$ cat src/rtl/pll_supervisor_pkg.sv
// Shared types and constants for the PLL lock supervisor.
// Optional loss-of-lock counters are built when PLL_SUPERVISOR_LOL_COUNTER_EN is defined.
package pll_supervisor_pkg;

  typedef enum logic [2:0] {
    RESET_PLL = 3'd0,
    WAIT_LOCK = 3'd1,
    DEBOUNCE  = 3'd2,
    LOCKED    = 3'd3,
    FAULT     = 3'd4
  } pll_chan_state_t;

  localparam int unsigned LOL_COUNT_WIDTH = 8;

endpackage

$ cat src/rtl/pll_lock_channel.sv
// One supervised PLL: lock synchroniser, reset/retry FSM and debounce.
// Macro PLL_SUPERVISOR_LOL_COUNTER_EN adds a saturating loss-of-lock counter.
module pll_lock_channel
  import pll_supervisor_pkg::*;
#(
  parameter int unsigned RESET_HOLD      = 16,
  parameter int unsigned LOCK_TIMEOUT    = 125000,
  parameter int unsigned DEBOUNCE_CYCLES = 1024,
  parameter int unsigned MAX_RETRIES     = 3
) (
  input  logic                       clk,
  input  logic                       reset,
  input  logic                       lock_async,
  input  logic                       clear_fault,
  output logic                       pll_reset,
  output logic                       fault,
  output logic                       locked,
  output logic [LOL_COUNT_WIDTH-1:0] lol_count
);

  localparam int unsigned HOLD_W  = $clog2(RESET_HOLD + 1);
  localparam int unsigned TMR_W   = $clog2(LOCK_TIMEOUT + 1);
  localparam int unsigned DEB_W   = $clog2(DEBOUNCE_CYCLES + 1);
  localparam int unsigned RETRY_W = $clog2(MAX_RETRIES + 1);

  pll_chan_state_t     state_q, state_d;
  logic [HOLD_W-1:0]   hold_q, hold_d;
  logic [TMR_W-1:0]    timer_q, timer_d;
  logic [DEB_W-1:0]    deb_q, deb_d;
  logic [RETRY_W-1:0]  retry_q, retry_d;
  logic                lock_meta_q, lock_s_q;
  logic                pll_reset_q, pll_reset_d;
  logic                fault_q, fault_d;
  logic                locked_q, locked_d;

  // Two-flop synchroniser for the asynchronous LOCKED pin
  always_ff @(posedge clk or posedge reset) begin
    if (reset) begin
      lock_meta_q <= 1'b0;
      lock_s_q    <= 1'b0;
    end else begin
      lock_meta_q <= lock_async;
      lock_s_q    <= lock_meta_q;
    end
  end

  always_ff @(posedge clk or posedge reset) begin
    if (reset) begin
      state_q     <= RESET_PLL;
      hold_q      <= '0;
      timer_q     <= '0;
      deb_q       <= '0;
      retry_q     <= '0;
      pll_reset_q <= 1'b1;
      fault_q     <= 1'b0;
      locked_q    <= 1'b0;
    end else begin
      state_q     <= state_d;
      hold_q      <= hold_d;
      timer_q     <= timer_d;
      deb_q       <= deb_d;
      retry_q     <= retry_d;
      pll_reset_q <= pll_reset_d;
      fault_q     <= fault_d;
      locked_q    <= locked_d;
    end
  end

  always_comb begin
    state_d = state_q;
    hold_d  = hold_q;
    timer_d = timer_q;
    deb_d   = deb_q;
    retry_d = retry_q;
    unique case (state_q)
      RESET_PLL: begin
        if (hold_q == HOLD_W'(RESET_HOLD - 1)) begin
          state_d = WAIT_LOCK;
          timer_d = '0;
        end else begin
          hold_d = hold_q + 1'b1;
        end
      end
      WAIT_LOCK: begin
        if (lock_s_q) begin
          state_d = DEBOUNCE;
          deb_d   = '0;
        end else if (timer_q == TMR_W'(LOCK_TIMEOUT - 1)) begin
          retry_d = retry_q + RETRY_W'(1);
          if (retry_d < RETRY_W'(MAX_RETRIES)) begin
            state_d = RESET_PLL;
            hold_d  = '0;
          end else begin
            state_d = FAULT;
          end
        end else begin
          timer_d = timer_q + 1'b1;
        end
      end
      // A dropout always wins, even on the final debounce cycle
      DEBOUNCE: begin
        if (!lock_s_q) begin
          state_d = WAIT_LOCK;
          timer_d = '0;
        end else if (deb_q == DEB_W'(DEBOUNCE_CYCLES - 1)) begin
          state_d = LOCKED;
          retry_d = '0;
        end else begin
          deb_d = deb_q + 1'b1;
        end
      end
      LOCKED: begin
        if (!lock_s_q) begin
          state_d = RESET_PLL;
          hold_d  = '0;
        end
      end
      FAULT: begin
        if (clear_fault) begin
          state_d = RESET_PLL;
          hold_d  = '0;
          retry_d = '0;
        end
      end
      default: begin
        state_d = RESET_PLL;
        hold_d  = '0;
      end
    endcase
    pll_reset_d = (state_d == RESET_PLL) || (state_d == FAULT);
    fault_d     = (state_d == FAULT);
    locked_d    = (state_d == LOCKED);
  end

  assign pll_reset = pll_reset_q;
  assign fault     = fault_q;
  assign locked    = locked_q;

`ifdef PLL_SUPERVISOR_LOL_COUNTER_EN
  logic [LOL_COUNT_WIDTH-1:0] lol_q, lol_d;

  always_comb begin
    lol_d = lol_q;
    if ((state_q == LOCKED) && !lock_s_q && (lol_q != '1)) begin
      lol_d = lol_q + 1'b1;
    end
  end

  always_ff @(posedge clk or posedge reset) begin
    if (reset) begin
      lol_q <= '0;
    end else begin
      lol_q <= lol_d;
    end
  end

  assign lol_count = lol_q;
`else
  assign lol_count = '0;
`endif

endmodule

$ cat src/rtl/pll_lock_supervisor.sv
// N-channel PLL lock supervisor with ordered, staggered domain reset release.
// Optional per-channel loss-of-lock counters via PLL_SUPERVISOR_LOL_COUNTER_EN.
module pll_lock_supervisor
  import pll_supervisor_pkg::*;
#(
  parameter int unsigned NUM_PLLS        = 2,
  parameter int unsigned RESET_HOLD      = 16,
  parameter int unsigned LOCK_TIMEOUT    = 125000,
  parameter int unsigned DEBOUNCE_CYCLES = 1024,
  parameter int unsigned MAX_RETRIES     = 3,
  parameter int unsigned STAGGER         = 8
) (
  input  logic                                clk,
  input  logic                                reset,
  input  logic [NUM_PLLS-1:0]                 pll_lock_async,
  input  logic [NUM_PLLS-1:0]                 clear_fault,
  output logic [NUM_PLLS-1:0]                 pll_reset,
  output logic [NUM_PLLS-1:0]                 domain_rst,
  output logic [NUM_PLLS-1:0]                 fault,
  output logic                                all_ready,
  output logic [LOL_COUNT_WIDTH*NUM_PLLS-1:0] lol_count
);

  localparam int unsigned STG_W = $clog2(STAGGER + 1);

  logic [NUM_PLLS-1:0]            ch_locked;
  logic [NUM_PLLS-1:0]            rel_q, rel_d;
  logic [NUM_PLLS-1:0][STG_W-1:0] stg_q, stg_d;
  logic                           all_ready_q, all_ready_d;
  logic                           chain_ok;
  logic                           prev_rel;
  logic                           cond;

  for (genvar i = 0; i < NUM_PLLS; i++) begin : g_ch
    pll_lock_channel #(
      .RESET_HOLD      (RESET_HOLD),
      .LOCK_TIMEOUT    (LOCK_TIMEOUT),
      .DEBOUNCE_CYCLES (DEBOUNCE_CYCLES),
      .MAX_RETRIES     (MAX_RETRIES)
    ) u_chan (
      .clk         (clk),
      .reset       (reset),
      .lock_async  (pll_lock_async[i]),
      .clear_fault (clear_fault[i]),
      .pll_reset   (pll_reset[i]),
      .fault       (fault[i]),
      .locked      (ch_locked[i]),
      .lol_count   (lol_count[LOL_COUNT_WIDTH*i +: LOL_COUNT_WIDTH])
    );
  end

  // chain_ok drops for every domain at or above a channel that is not locked,
  // so a lock loss on channel k pulls domains k..N-1 back into reset together.
  always_comb begin
    rel_d    = '0;
    stg_d    = stg_q;
    chain_ok = 1'b1;
    prev_rel = 1'b1;
    cond     = 1'b0;
    for (int unsigned i = 0; i < NUM_PLLS; i++) begin
      chain_ok = chain_ok & ch_locked[i];
      cond     = chain_ok & prev_rel;
      if (!cond) begin
        stg_d[i] = '0;
        rel_d[i] = 1'b0;
      end else if (rel_q[i]) begin
        rel_d[i] = 1'b1;
      end else if (stg_q[i] == STG_W'(STAGGER - 1)) begin
        rel_d[i] = 1'b1;
      end else begin
        stg_d[i] = stg_q[i] + 1'b1;
      end
      prev_rel = rel_q[i];
    end
    all_ready_d = &rel_d;
  end

  always_ff @(posedge clk or posedge reset) begin
    if (reset) begin
      rel_q       <= '0;
      stg_q       <= '0;
      all_ready_q <= 1'b0;
    end else begin
      rel_q       <= rel_d;
      stg_q       <= stg_d;
      all_ready_q <= all_ready_d;
    end
  end

  assign domain_rst = ~rel_q;
  assign all_ready  = all_ready_q;

endmodule

$ cat config.mk
export PLATFORM = sky130hd
export DESIGN_NAME = pll_lock_supervisor
export DESIGN_NICKNAME = d
export VERILOG_FILES = /design/src/rtl/pll_supervisor_pkg.sv /design/src/rtl/pll_lock_channel.sv /design/src/rtl/pll_lock_supervisor.sv
export SDC_FILE = /design/constraint.sdc
export NUM_CORES = 1
export LEC_CHECK = 0
export CORE_MARGIN = 2
export CORE_UTILIZATION = 40
export CTS_CLUSTER_SIZE = 16
export DETAILED_ROUTE_END_ITERATION = 8
export GPL_ROUTABILITY_DRIVEN = 0
export PLACE_DENSITY_LB_ADDON = 0.05
export SYNTH_ARGS = -nofsm -noshare
export SYNTH_HDL_FRONTEND = slang
export SYNTH_SLANG_ARGS = --single-unit
$ cat constraint.sdc
create_clock -name clk -period 2.99 [get_ports clk]
set_input_delay 0.598 -clock clk [delete_from_list [all_inputs] [get_ports clk]]
set_output_delay 0.598 -clock clk [all_outputs]
set_load 0.02 [all_outputs]
After elaboration in Yosys (flattened, before gate mapping):

Cells that the tools add are included.
W data, S select, Z words.

* input port bits: 6
* output and inout bits: 23
* logic and storage cells: 188
* register bits after elaboration: 97

* bitwise gates (word level): 5
* reduce and logical (&&, ||, !) cells: 23
* multiplexer cells: 74
* order comparisons: 2
* equal/unequal tests: 50
* $add $sub $neg: 10

Operator list (number)
* $mux W17: 8
* $pmux W17 S3: 2
* $mux W11: 6
* $mux W5: 12
* $pmux W5 S5: 2
* $mux W3: 16
* $pmux W11 S2: 2
* $ne A2 B2 Y1 const B: 18
* $add A17 B1 Y17 const B: 2
* $eq A17 B17 Y1 const B: 2
* $pmux W3 S5: 2
* $mux W4: 6
* $ne A2 B1 Y1 const B: 12
* $add A11 B1 Y11 const B: 2
* $eq A11 B10 Y1 const B: 2
* $mux W2: 10
* $eq A3 B2 Y1 const B: 6
* $reduce_and A7 Y1: 2
* $eq A3 B3 Y1 const B: 4
* $logic_not A3 Y1: 4
* $pmux W2 S3: 2
* $reduce_and A6 Y1: 2
* $reduce_bool A3 Y1: 4
* $add A5 B1 Y5 const B: 2
* 15 further kinds: 34

Longest topological paths before layout:

Gate-level depths: netlist (run 1).

* depth in word-level cells: 8
* depth in mapped cells: 9
* mapped depth without buffers: 8

By module:

From an unflattened synthesis (run 1), not the netlist that was laid out.

* cell total of the unflattened synthesis: 578
* area total of the unflattened synthesis: 5487.8 um^2

Modules (own cells, without submodules)
* pll_lock_channel (g_ch[0].u_chan): sequential area each 1077.3 um^2, area an instance 2488.6 um^2, instances 1, cells an instance 263
* pll_lock_channel (g_ch[1].u_chan): sequential area each 1077.3 um^2, area an instance 2476.1 um^2, instances 1, cells an instance 264
* pll_lock_supervisor: sequential area each 275.3 um^2, area an instance 523.0 um^2, instances 1, cells an instance 51

Least setup slack after synthesis (run 1):

No wires, ideal clock.

* kind: register to register
* from: register g_ch[0].u_chan.hold_q[0]
* to: register g_ch[0].u_chan.hold_q[3]
* data required time: 2.895 ns
* cell stages (with the launch flop): 9
* arrival time: 2.066 ns
* path buffers: 0
* setup time: 0.095 ns
* slack: 0.828 ns
* period minus slack after synthesis: 2.162 ns
* path through: dfrtp_1 ha_1 and3_1 ha_1 mux2_2 o221ai_1 o211ai_4 or2_1 o31ai_1

* cells in the longest elaborated chain, start to end: 3
* elaborated cells on any way between the ends: 6
* classes of those cells: add/sub (1); eq/ne (2); mux (2); reduce/logical (1)

Ends and longest elaborated chain
* start, declared: line pll_lock_channel.sv:27 `logic [HOLD_W-1:0] hold_q, hold_d;`
* start signal, assigned: line pll_lock_channel.sv:59 `hold_q <= hold_d;`
* $add A5 B1 Y5 or $eq A5 B4 Y1 (tied branches): line pll_lock_channel.sv:81, pll_lock_channel.sv:77
* $mux W5 or $ne A2 B2 Y1 (tied branches)
* $pmux W5 S5 or $reduce_and A7 Y1 (tied branches)

Parallel ways exist; a longest one is shown, timed or not. The select of a mux whose other input is x is not followed.
A chain may end at the register's enable or synchronous reset.

Final worst setup path (run 1):

* from: register g_ch[1].u_chan.hold_q[0]
* to: register g_ch[1].u_chan.timer_q[5]

* cells in the longest elaborated chain, start to end: 3

Ends and longest elaborated chain
* start, declared: line pll_lock_channel.sv:27
* start signal, assigned: line pll_lock_channel.sv:59
* $eq A5 B4 Y1: line pll_lock_channel.sv:77 `if (hold_q == HOLD_W'(RESET_HOLD - 1)) begin`
* $ne A2 B1 Y1 (no line)
* $reduce_and A5 Y1 (no line)
* end signal, assigned: line pll_lock_channel.sv:60 `timer_q <= timer_d;`
* end, declared: line pll_lock_channel.sv:28 `logic [TMR_W-1:0] timer_q, timer_d;`

No other way between the ends.

==> results of run 1 <==
## synth_stat cells, types with 3 or more instances
master / n / area [sq um]
nor3_1: 17 / 85.1
o21a_1: 4 / 30.0
nor2_1: 69 / 259
a21oi_1: 13 / 65.1
mux2i_1: 5 / 50.1
a21o_1: 4 / 30.0
ha_1: 12 / 150
o211ai_1: 3 / 22.5
nor4_1: 7 / 43.8
clkbuf_1: 8 / 30.0
or3_1: 4 / 25.0
and2_1: 9 / 56.3
xnor2_1: 22 / 193
inv_1: 23 / 86.3
and4_1: 7 / 61.3
buf_4: 23 / 173
nor4bb_1: 4 / 40.0
dfrtp_1: 95 / 2380
nand2_1: 37 / 139
nor2b_1: 10 / 62.6
o21ai_0: 25 / 125
and3_1: 9 / 56.3
xor2_1: 23 / 201
nor3b_1: 4 / 30.0
nand4_1: 21 / 131
nand3b_1: 3 / 22.5
nand2b_1: 6 / 37.5
nor4b_1: 3 / 26.3
nand3_1: 21 / 105
buf_2: 6 / 30.0
a31oi_1: 5 / 31.3
o31ai_1: 5 / 37.5
## cell type report
cell class / instances / area (sq um)
flip-flops and latches: 97 / 2430
fillers: 1273 / 7260
repair buffers: 20 / 193
well taps: 176 / 220
clock inverters: 2 / 60.1
clock buffers: 13 / 270
inverters: 23 / 90.1
multi-input cells: 409 / 2610
## how the worst max path moves through the flow
stage | end | cells past startpoint | slack (ns) | from
CTS | g_ch[1].u_chan.timer_q[5] | 7 | 0.56 | g_ch[1].u_chan.hold_q[0]
global route | g_ch[1].u_chan.timer_q[5] | 7 | 0.27 | g_ch[1].u_chan.hold_q[0]
detailed placement | g_ch[1].u_chan.timer_q[5] | 7 | 0.57 | g_ch[1].u_chan.hold_q[0]
floorplan | g_ch[0].u_chan.hold_q[3] | 8 | 0.83 | g_ch[0].u_chan.hold_q[0]
global placement | g_ch[0].u_chan.timer_q[15] | 9 | 0.61 | g_ch[0].u_chan.hold_q[0]
finish | g_ch[1].u_chan.timer_q[5] | 7 | 0.57 | g_ch[1].u_chan.hold_q[0]
## metrics by stage
stage | hold WS [ns] | instances | setup WS [ns] | util [%]
after floorplan | 0.331 | 567 | 0.828 | -
after global placement | 0.335 | 725 | 0.607 | 42.2
after detailed placement | 0.336 | 725 | 0.568 | 42.2
after CTS | 0.351 | 740 | 0.557 | 44.7
after global routing | 0.352 | 740 | 0.267 | 44.7
final | 0.348 | 740 | 0.566 | 44.7
## logic make-up after synthesis
group	after synthesis
simple gates	247
flops	97
compound gates	82
buf+inv	61
xor+xnor	46
fa+ha+maj	12
mux	6
other cells	1
## report_power, final
group	switching [uW]	leakage [uW]	total [uW]	internal (uW)
sequential	193	0.00131	1680	1480
clock	480	0.000162	1280	797
combinational	665	0.00109	1100	430
total	1340	0.00257	4050	2710
## layer usage
layer,global-route usage (%),wire (um),up-vias
li1,-,-,1919
met1,21.4,4880,1870
met2,24.4,4660,47
met3,3.83,280,12
met4,5.59,152,0
met5,0,0,-
## state kept, by name (all words and copies together) (netlist names)
signal                   cells
rel_q                        2
g_ch.u_chan.lock_meta_q      2
all_ready                    1
g_ch.u_chan.pll_reset        2
g_ch.u_chan.timer_q         34
g_ch.u_chan.deb_q           22
g_ch.u_chan.lock_s_q         2
g_ch.u_chan.retry_q          4
g_ch.u_chan.locked           2
g_ch.u_chan.state_q          6
g_ch.u_chan.hold_q          10
stg_q                        8
g_ch.u_chan.fault            2
==> impl_results.md, run 1 <==
- Latest clock arrival within the worst-skew pair: roughly 0.35 ns
- Fin crit share: 81.1%
- Largest net degree at the start of global routing: 43
- IO Count: 29
- Slowest-stage cell, CP: a21oi_1
- Initial Util: about two fifths
- Setup Skew: ~0.0057 ns
- Status: finished, final reports clean
- Clock root buffer: clkbuf_16
- Xor/xnor share of the synthesized area: under 10%
- # nets final: a little under 600
- CP Buf/Inv Count: 0
- Number of flops mapped to enable cells by yosys: 0
- Die area: 14200 sq um
- Reg clk slew, reported paths: about 0.060 ns
- PortBufs: 12
- Hold-fix buffers, CTS: 0
- Worst Tran Pin Value: roughly 0.94 ns
- Remaining global-route overflow: 0
- Maximum clock frequency: between 400 and 500 MHz
- Post-Place Cell Area: between 5000 and 6000 sq um
- Post-synthesis adder-cell area fraction: approximately 2.8%
- CTS Buffer Depth: 2
- WHS Endpoint: g_ch[0].u_chan.lock_s_q
- CP max FO: 12
- Core area: ~13000 sq um
- Synthesized cell area: about 5300 sq um
- Initial DRC Count: between 200 and 250
- Top delay family on crit path: compound AO/OA/AOI/OAI gates
- Remaining DRCs: 0
- Synth Register Bits: between 90 and 100
- Synth warn: 0
- Final setup viols: 0
- Initial antenna violation count: 0
- First-pass GRT wire length: between 15 and 20 mm
- Most frequent cells in the layout: dfrtp_1, nor2_1, nand2_1
- Startpoint types: flop
- HP Class: reg -> reg
- Max IR drop VDD: about 0.36 mV
- Via count: ~3800
- Post-synth ARST share: 100%
- Row cnt: 42
- Hold path cells: 0
- Max incr delay on CP: around 0.77 ns
- Routed WL per cell: 13.5 um
- Hold path startpoint: g_ch[0].u_chan.lock_meta_q
- Max-Slew Margin vs Limit: ~38%
- Number of max-cap violations: 0
- Worst R2R Path Depth: 7
- Static Leakage: approximately 0.0026 uW
- TNS Setup: 0 ns
- Post-synth cell types: between 60 and 70
- Critical path arrival: 2.61 ns
- Critical path class: reg -> reg
- Vias per cell: roughly 5.2
- Post-Route WL: approximately 10 mm
- Register area share after synthesis: about 46%
- Die Span Y: between 100 and 150 um
- P per Cell Area: about 700 nW/um^2
- Final HPWL DP: roughly 7.1 mm
- R2r startpoint: g_ch[1].u_chan.hold_q[0]
- Final total power: roughly 4000 uW
- Post-route ant nets: 0
- Post-route cell area: around 5900 sq um
- Crit path cell chain: ha_1 -> and3_1 -> ha_1 -> nor2b_1 -> o311ai_0 -> a21oi_1 -> nor2_1
- Synthesized area per cell: slightly below 10 sq um
- Most used cell along the critical path: ha_1
- RSZ-0062 raised after global routing: no
- R2r setup slk: ~0.57 ns
- Compound-Gate Fraction of Synth Area: ~11%
- Worst Path Required: around 3.2 ns
- Final min period: 2.42 ns
- Post-synth top flop: dfrtp_1
- Cells after synthesis: between 500 and 600
- # diodes: 0
- Share of cells above drive strength 1: under 10%
- Crit. End Element: flop
- Max Slew Vio Count: 0
- Vias in the first global route: approximately 3800
- Multiplexer share of the synthesized area: between 1 and 1.5%
- Die width: between 100 and 150 um
- CTS tree: yes
- Global Route Usage Sum: 15.7%
- Main combinational cell family by area after synthesis: simple AND/OR/NAND/NOR gates
- Clk sink count: 97
- DRT Pass-1 Iters: 4
- Final hold vios: 0
- Most common cell after layout, fill and taps aside: dfrtp_1
- Area Growth Syn to Fin: 10.5%
- Post-CTS Resized: 0
- Htree depth: 3
- Postcts setup bufs: 0
- Post-Synth Simple-Gate Area: 25.2%
- Num CTS Buffers: 9
- Worst r2r dst: g_ch[1].u_chan.timer_q[5]
Power figures use the tool's default switching activity.
==> inputs of run 2 (changes only) <==
- clock period: 2.99 -> 2.2 ns (I/O delays scaled with it)
==> run 2 against run 1 <==
Compared with the run above:
- global-route usage increased by 0.20 points
- cell area increased by 5.3%
- worst setup slack got worse by 0.51 ns
- sequential share of layout area decreased by 2.1 points
- sequential power increased by 36%
- critical endpoint is now g_ch[0].u_chan.timer_q[15]
- clock power increased by 31%
- first-iteration DRC count decreased by 43%
- maximum frequency increased by 13%
- utilization increased by 2.4 points
==> impl_results.md, run 2 (same netlist as run 1, synthesis figures left out) <==
- HP Class: reg -> reg (unchanged)
- PortBufs: 12 (unchanged)
- Num CTS Buffers: 9 (unchanged)
- DRT Pass-1 Iters: 4 (unchanged)
- RSZ-0062 raised after global routing: yes (was no)
- Routed met2 length: 4.98 mm (was 4.66 mm)
- Most common cell after layout, fill and taps aside: dfrtp_1 (unchanged)
- CP max FO: 5 (was 12)
- Clock root buffer: clkbuf_16 (unchanged)
- Initial DRC Count: 116 (was 203)
- Met3 WL: 259 um (was 280 um)
- CTS Buffer Depth: 2 (unchanged)
- Met1 WL: 5.12 mm (was 4.88 mm)
- CTS tree: yes (unchanged)
- Number of max-cap violations: 0 (unchanged)
- Vias per cell: 5.21 (was 5.20)
- Final HPWL DP: 7.17 mm (was 7.08 mm)
- Latest clock arrival within the worst-skew pair: 0.36 ns (was 0.35 ns)
- Remaining global-route overflow: 0 (unchanged)
- Crit. End Element: flop (unchanged)
- Hold-fix buffers, CTS: 0 (unchanged)
- Max Slew Vio Count: 0 (unchanged)
- Remaining DRCs: 0 (unchanged)
- Vias in the first global route: 3907 (was 3796)
- IO Count: 29 (unchanged)
- Final total power: 5910 uW (was 4050 uW)
- Die Span Y: 119 um (unchanged)
- Highest metal used: met4 (unchanged)
- Routed WL per cell: 13.8 um (was 13.5 um)
- Core area: 13100 sq um (unchanged)
- Largest regs: g_ch.u_chan.timer_q: 34 flops, g_ch.u_chan.deb_q: 22 flops, g_ch.u_chan.hold_q: 10 flops (unchanged)
- Critical path class: reg -> reg (unchanged)
- Via count: 3976 (was 3848)
- Htree depth: 3 (unchanged)
- Initial Util: 40.5% (unchanged)
- Worst Tran Pin Value: 0.564 ns (was 0.935 ns)
- Max-Slew Margin vs Limit: 62.2% (was 37.7%)
- Post-Place Cell Area: 5700 sq um (was 5550 sq um)
- Largest net degree at the start of global routing: 98 (was 43)
- Fin crit share: 97.6% (was 81.1%)
- Post-Route WL: 10.6 mm (was 9.98 mm)
- Setup Skew: 0.00854 ns (was 0.00573 ns)
- Static Leakage: 0.00270 uW (was 0.00257 uW)
- First-pass GRT wire length: 18.4 mm (was 18.3 mm)
- Share of cells above drive strength 1: 13.3% (was 6.74%)
- TNS Setup: 0 ns (unchanged)
- Post-route ant nets: 0 (unchanged)
- Most frequent cells in the layout: dfrtp_1, nor2_1, nand2_1 (unchanged)
- Area Growth Syn to Fin: 16.4% (was 10.5%)
- Initial antenna violation count: 0 (unchanged)
- Max reg flops: 34 (unchanged)
- Max IR drop VDD: 0.468 mV (was 0.358 mV)
- Fin Hold WS: 0.348 ns (about the same)
- Clk sink count: 97 (unchanged)
- P per Cell Area: 955 nW/um^2 (was 689 nW/um^2)
- Top reg by flops: g_ch.u_chan.timer_q (unchanged)
- Reg clk slew, reported paths: 0.07 ns (was 0.06 ns)
- Worst Path Required: 2.44 ns (was 3.18 ns)
- Final hold vios: 0 (unchanged)
- Critical path arrival: 2.39 ns (was 2.61 ns)
- Startpoint types: flop (unchanged)
- # diodes: 0 (unchanged)
- Row cnt: 42 (unchanged)
- # nets final: 600 (was 578)
- Final setup viols: 0 (unchanged)
- Maximum clock frequency: 466 MHz (was 413 MHz)
- Die width: 119 um (unchanged)
- Global Route Usage Sum: 15.9% (was 15.7%)
- Die area: 14200 sq um (unchanged)
- Finished Core Util: 47.1% (was 44.7%)
- Final min period: 2.15 ns (was 2.42 ns)
- Layout fillers: 1264 (was 1273)
- Status: finished, final reports clean (unchanged)
- Post-route cell area: 6190 sq um (was 5880 sq um)
[run 2: changes by cell type in the layout (fill, tap and decap cells not counted), sizes merged]
cell	before	now
clkinvlp	1	3
a2bb2oi	1	2
clkinv	0	1
buf	8	29
clkbuf	13	11
[run 2: per-layer routing]
layer  global-route usage (%)  vias to the layer above
met5                        0                        -
met4                     7.06                        0
met3                     2.92                       10
met2                     25.7                       41
met1                     20.9                     1943
li1                         -                     1982
[run 2: cell type report]
type                            instances  area [sq um]  share of cell area (%)
Multi-Input combinational cell        410          2780                    45.0
Sequential cell                        97          2430                    39.2
Timing Repair Buffer                   41           354                    5.72
Clock buffer                           11           233                    3.76
Tap cell                              176           220                    3.56
Inverter                               23          90.1                    1.46
Clock inverter                          5          80.1                    1.29
[run 2: stage by stage]
| stage | cells | worst slack [ns] |
|---|---|---|
| after detailed placement | 745 | -0.109 |
| after global routing | 763 | -0.0444 |
| after global placement | 745 | -0.0902 |
| after floorplan | 567 | 0.0384 |
| final | 763 | 0.0526 |
| after CTS | 762 | 0.0157 |
[run 2: critical path, cell delays in order, from the launching register on]
cell,delay [ns]
dfrtp_1,0.36
ha_2,0.20
and3_4,0.20
ha_4,0.14
or3b_4,0.42
a2bb2oi_4,0.20
nor4b_4,0.31
xnor2_1,0.14
nor2_1,0.05
[run 2: worst paths after layout]
check | slack, ns | cells past startpoint | startpoint | to
max | 0.05 | 8 | g_ch[0].u_chan.hold_q[0] | g_ch[0].u_chan.timer_q[15]
min | 0.35 | 0 | g_ch[0].u_chan.lock_meta_q | g_ch[0].u_chan.lock_s_q
max reg2reg | 0.05 | 8 | g_ch[0].u_chan.hold_q[0] | g_ch[0].u_chan.timer_q[15]
min reg2reg | 0.35 | 0 | g_ch[0].u_chan.lock_meta_q | g_ch[0].u_chan.lock_s_q
max in group asynchronous | 1.22 | 3 | reset | g_ch[1].u_chan.hold_q[1]
min in group asynchronous | 0.60 | 3 | reset | all_ready
[run 2: repair_timing]
action,in CTS,in global routing
pin swaps,1,13
endpoints found under the setup margin,16,32
cloned,0,1
buffers inserted,1,0
gates resized for setup,7,20
[run 2: power breakdown]
| group | leakage [uW] | switching, uW | internal (uW) |
|---|---|---|---|
| Clock | 0.000146 | 681 | 995 |
| Combinational | 0.00124 | 1090 | 861 |
| Sequential | 0.00131 | 264 | 2020 |
==> inputs of run 3 (changes only) <==
- CTS_BUF_LIST: unset -> sky130_fd_sc_hd__clkbuf_2
- GPL_TIMING_DRIVEN: unset -> 0
- clock period: 2.2 -> 2.59 ns (I/O delays scaled with it)
==> run 3 against run 2 <==
Compared with the run above:
- non-clock buffer count increased by 11
- global-route usage decreased by 0.079 points
- sequential power fell by 18%
- sequential share of layout area up 2.3 points
- maximum frequency shrank 12%
- worst setup slack gained 0.10 ns
- clock-buffer cell count shrank 1
- worst hold slack got worse by 0.049 ns
- largest cell class unchanged
- utilization is 2.6 points lower
- routed wire length decreased by 3.3%
- cell area decreased by 5.5%
- highest routed layer unchanged
==> impl_results.md, run 3 (same netlist as run 1, synthesis figures left out) <==
- Layout fillers: 1340 (was 1264)
- Crit. End Element: flop (unchanged)
- Worst Path Required: 3.15 ns (was 2.44 ns)
- Die Span Y: 119 um (unchanged)
- Post-route ant nets: 0 (unchanged)
- Htree depth: 3 (unchanged)
- HP Class: in -> async (was reg -> reg)
- Worst Tran Pin Value: 0.638 ns (was 0.564 ns)
- Clock root buffer: clkbuf_2 (was clkbuf_16)
- Area Growth Syn to Fin: 10.1% (was 16.4%)
- Max reg flops: 34 (unchanged)
- CTS Buffer Depth: 2 (unchanged)
- Number of max-cap violations: 0 (unchanged)
- # diodes: 0 (unchanged)
- Largest net degree at the start of global routing: 42 (was 98)
- Final min period: 2.44 ns (was 2.15 ns)
- IO Count: 29 (unchanged)
- Hold-fix buffers, CTS: 0 (unchanged)
- Most frequent cells in the layout: dfrtp_1, nor2_1, nand2_1 (unchanged)
- TNS Setup: 0 ns (unchanged)
- Startpoint types: flop (unchanged)
- Share of cells above drive strength 1: 10.9% (was 13.3%)
- Routed WL per cell: 13.2 um (was 13.8 um)
- Max-Slew Margin vs Limit: 57.4% (was 62.2%)
- DRT Pass-1 Iters: 4 (unchanged)
- Initial Util: 40.5% (unchanged)
- Global Route Usage Sum: 15.8% (was 15.9%)
- Max IR drop VDD: 0.262 mV (was 0.468 mV)
- Max Slew Vio Count: 0 (unchanged)
- Placed Cells: 757 (was 745)
- Final setup viols: 0 (unchanged)
- Via count: 3926 (was 3976)
- Status: finished, final reports clean (unchanged)
- Vias in the first global route: 3951 (was 3907)
- Vias per cell: 5.08 (was 5.21)
- Initial DRC Count: 193 (was 116)
- Reg clk slew, reported paths: 0.26 ns (was 0.07 ns)
- Critical path class: reg -> reg (unchanged)
- # nets final: 610 (was 600)
- Core area: 13100 sq um (unchanged)
- First-pass GRT wire length: 18.5 mm (was 18.4 mm)
- RSZ-0062 raised after global routing: yes (unchanged)
- CTS tree: yes (unchanged)
- Finished Core Util: 44.6% (was 47.1%)
- PortBufs: 12 (unchanged)
- Fin cells: 773 (was 763)
- P per Cell Area: 668 nW/um^2 (was 955 nW/um^2)
- Setup Skew: 0.0199 ns (was 0.00854 ns)
- CP max FO: 7 (was 5)
- Fin Hold WS: 0.300 ns (was 0.348 ns)
- Row cnt: 42 (unchanged)
- Final total power: 3910 uW (was 5910 uW)
- Fin crit share: 94.1% (was 97.6%)
- Most common cell after layout, fill and taps aside: dfrtp_1 (unchanged)
- Static Leakage: 0.00261 uW (was 0.00270 uW)
- Post-Route WL: 10.2 mm (was 10.6 mm)
- Die area: 14200 sq um (unchanged)
- Num CTS Buffers: 9 (unchanged)
- Top reg by flops: g_ch.u_chan.timer_q (unchanged)
- Remaining DRCs: 0 (unchanged)
- Final hold vios: 0 (unchanged)
- Maximum clock frequency: 410 MHz (was 466 MHz)
- Die width: 119 um (unchanged)
- Final HPWL DP: 7.24 mm (was 7.17 mm)
- Latest clock arrival within the worst-skew pair: 0.60 ns (was 0.36 ns)
- Clk sink count: 97 (unchanged)
- Largest regs: g_ch.u_chan.timer_q: 34 flops, g_ch.u_chan.deb_q: 22 flops, g_ch.u_chan.hold_q: 10 flops (unchanged)
- Remaining global-route overflow: 0 (unchanged)
- Critical path arrival: 2.99 ns (was 2.39 ns)
- Initial antenna violation count: 0 (unchanged)
## run 3: path summary, 6_finish.rpt
path / start / endpoint / slack, ns / depth (start not counted)
setup / recovery: g_ch[1].u_chan.hold_q[0] / g_ch[1].u_chan.timer_q[7] / 0.15 / 8
hold / removal: reset / g_ch[1].u_chan.timer_q[7] / 0.30 / 2
setup reg to reg: g_ch[1].u_chan.hold_q[0] / g_ch[1].u_chan.timer_q[7] / 0.15 / 8
hold reg to reg: g_ch[0].u_chan.lock_meta_q / g_ch[0].u_chan.lock_s_q / 0.39 / 0
max in group asynchronous: reset / g_ch[0].u_chan.pll_reset / 1.62 / 3
min in group clk: pll_lock_async[1] / g_ch[1].u_chan.lock_meta_q / 0.31 / 1
## run 3: routing by layer
layer | part of all wire, % | up-vias | GRT usage (%)
met5 | 0 | - | 0
met4 | 2.1 | 0 | 6.76
met3 | 1.8 | 16 | 2.78
met2 | 46 | 26 | 25.0
met1 | 50 | 1886 | 21.5
li1 | - | 1998 | -
## run 3: worst max-delay path, cell delays in order (launching register included)
cell and delay, ns:
dfrtp_1 0.46, ha_1 0.21, and3_1 0.17, ha_1 0.20, nor2b_1 0.25, o311a_1 0.35
o211ai_1 0.23, or3_1 0.39, a21oi_1 0.15
## run 3: repair_timing
action,4_1_cts,5_1_grt
buffers inserted,0,0
setup endpoints to repair,0,21
hold endpoints to repair,0,0
resized for setup,0,5
## run 3: metrics by stage
stage	worst slack (ns)	cell area, sq um
after floorplan	0.428	5380
after global placement	-0.141	5720
after detailed placement	0.125	5760
after CTS	0.0593	5840
after global routing	-0.0876	5850
final	0.154	5850
## run 3: where the power goes
part,total [uW],switching [uW],internal [uW]
clock,649,524,124
combinational,1400,868,537
sequential,1860,147,1710
total,3910,1540,2370
## run 3: cell type report
type | instances | area, sq um | area share [%]
multi-input cells | 409 | 2620 | 44.8
flip-flops and latches | 97 | 2430 | 41.5
plain buffers | 38 | 248 | 4.23
well taps | 176 | 220 | 3.76
repair buffers | 14 | 160 | 2.74
inverters | 23 | 90.1 | 1.54
clock buffers | 10 | 50.0 | 0.855
clock inverters | 6 | 33.8 | 0.577
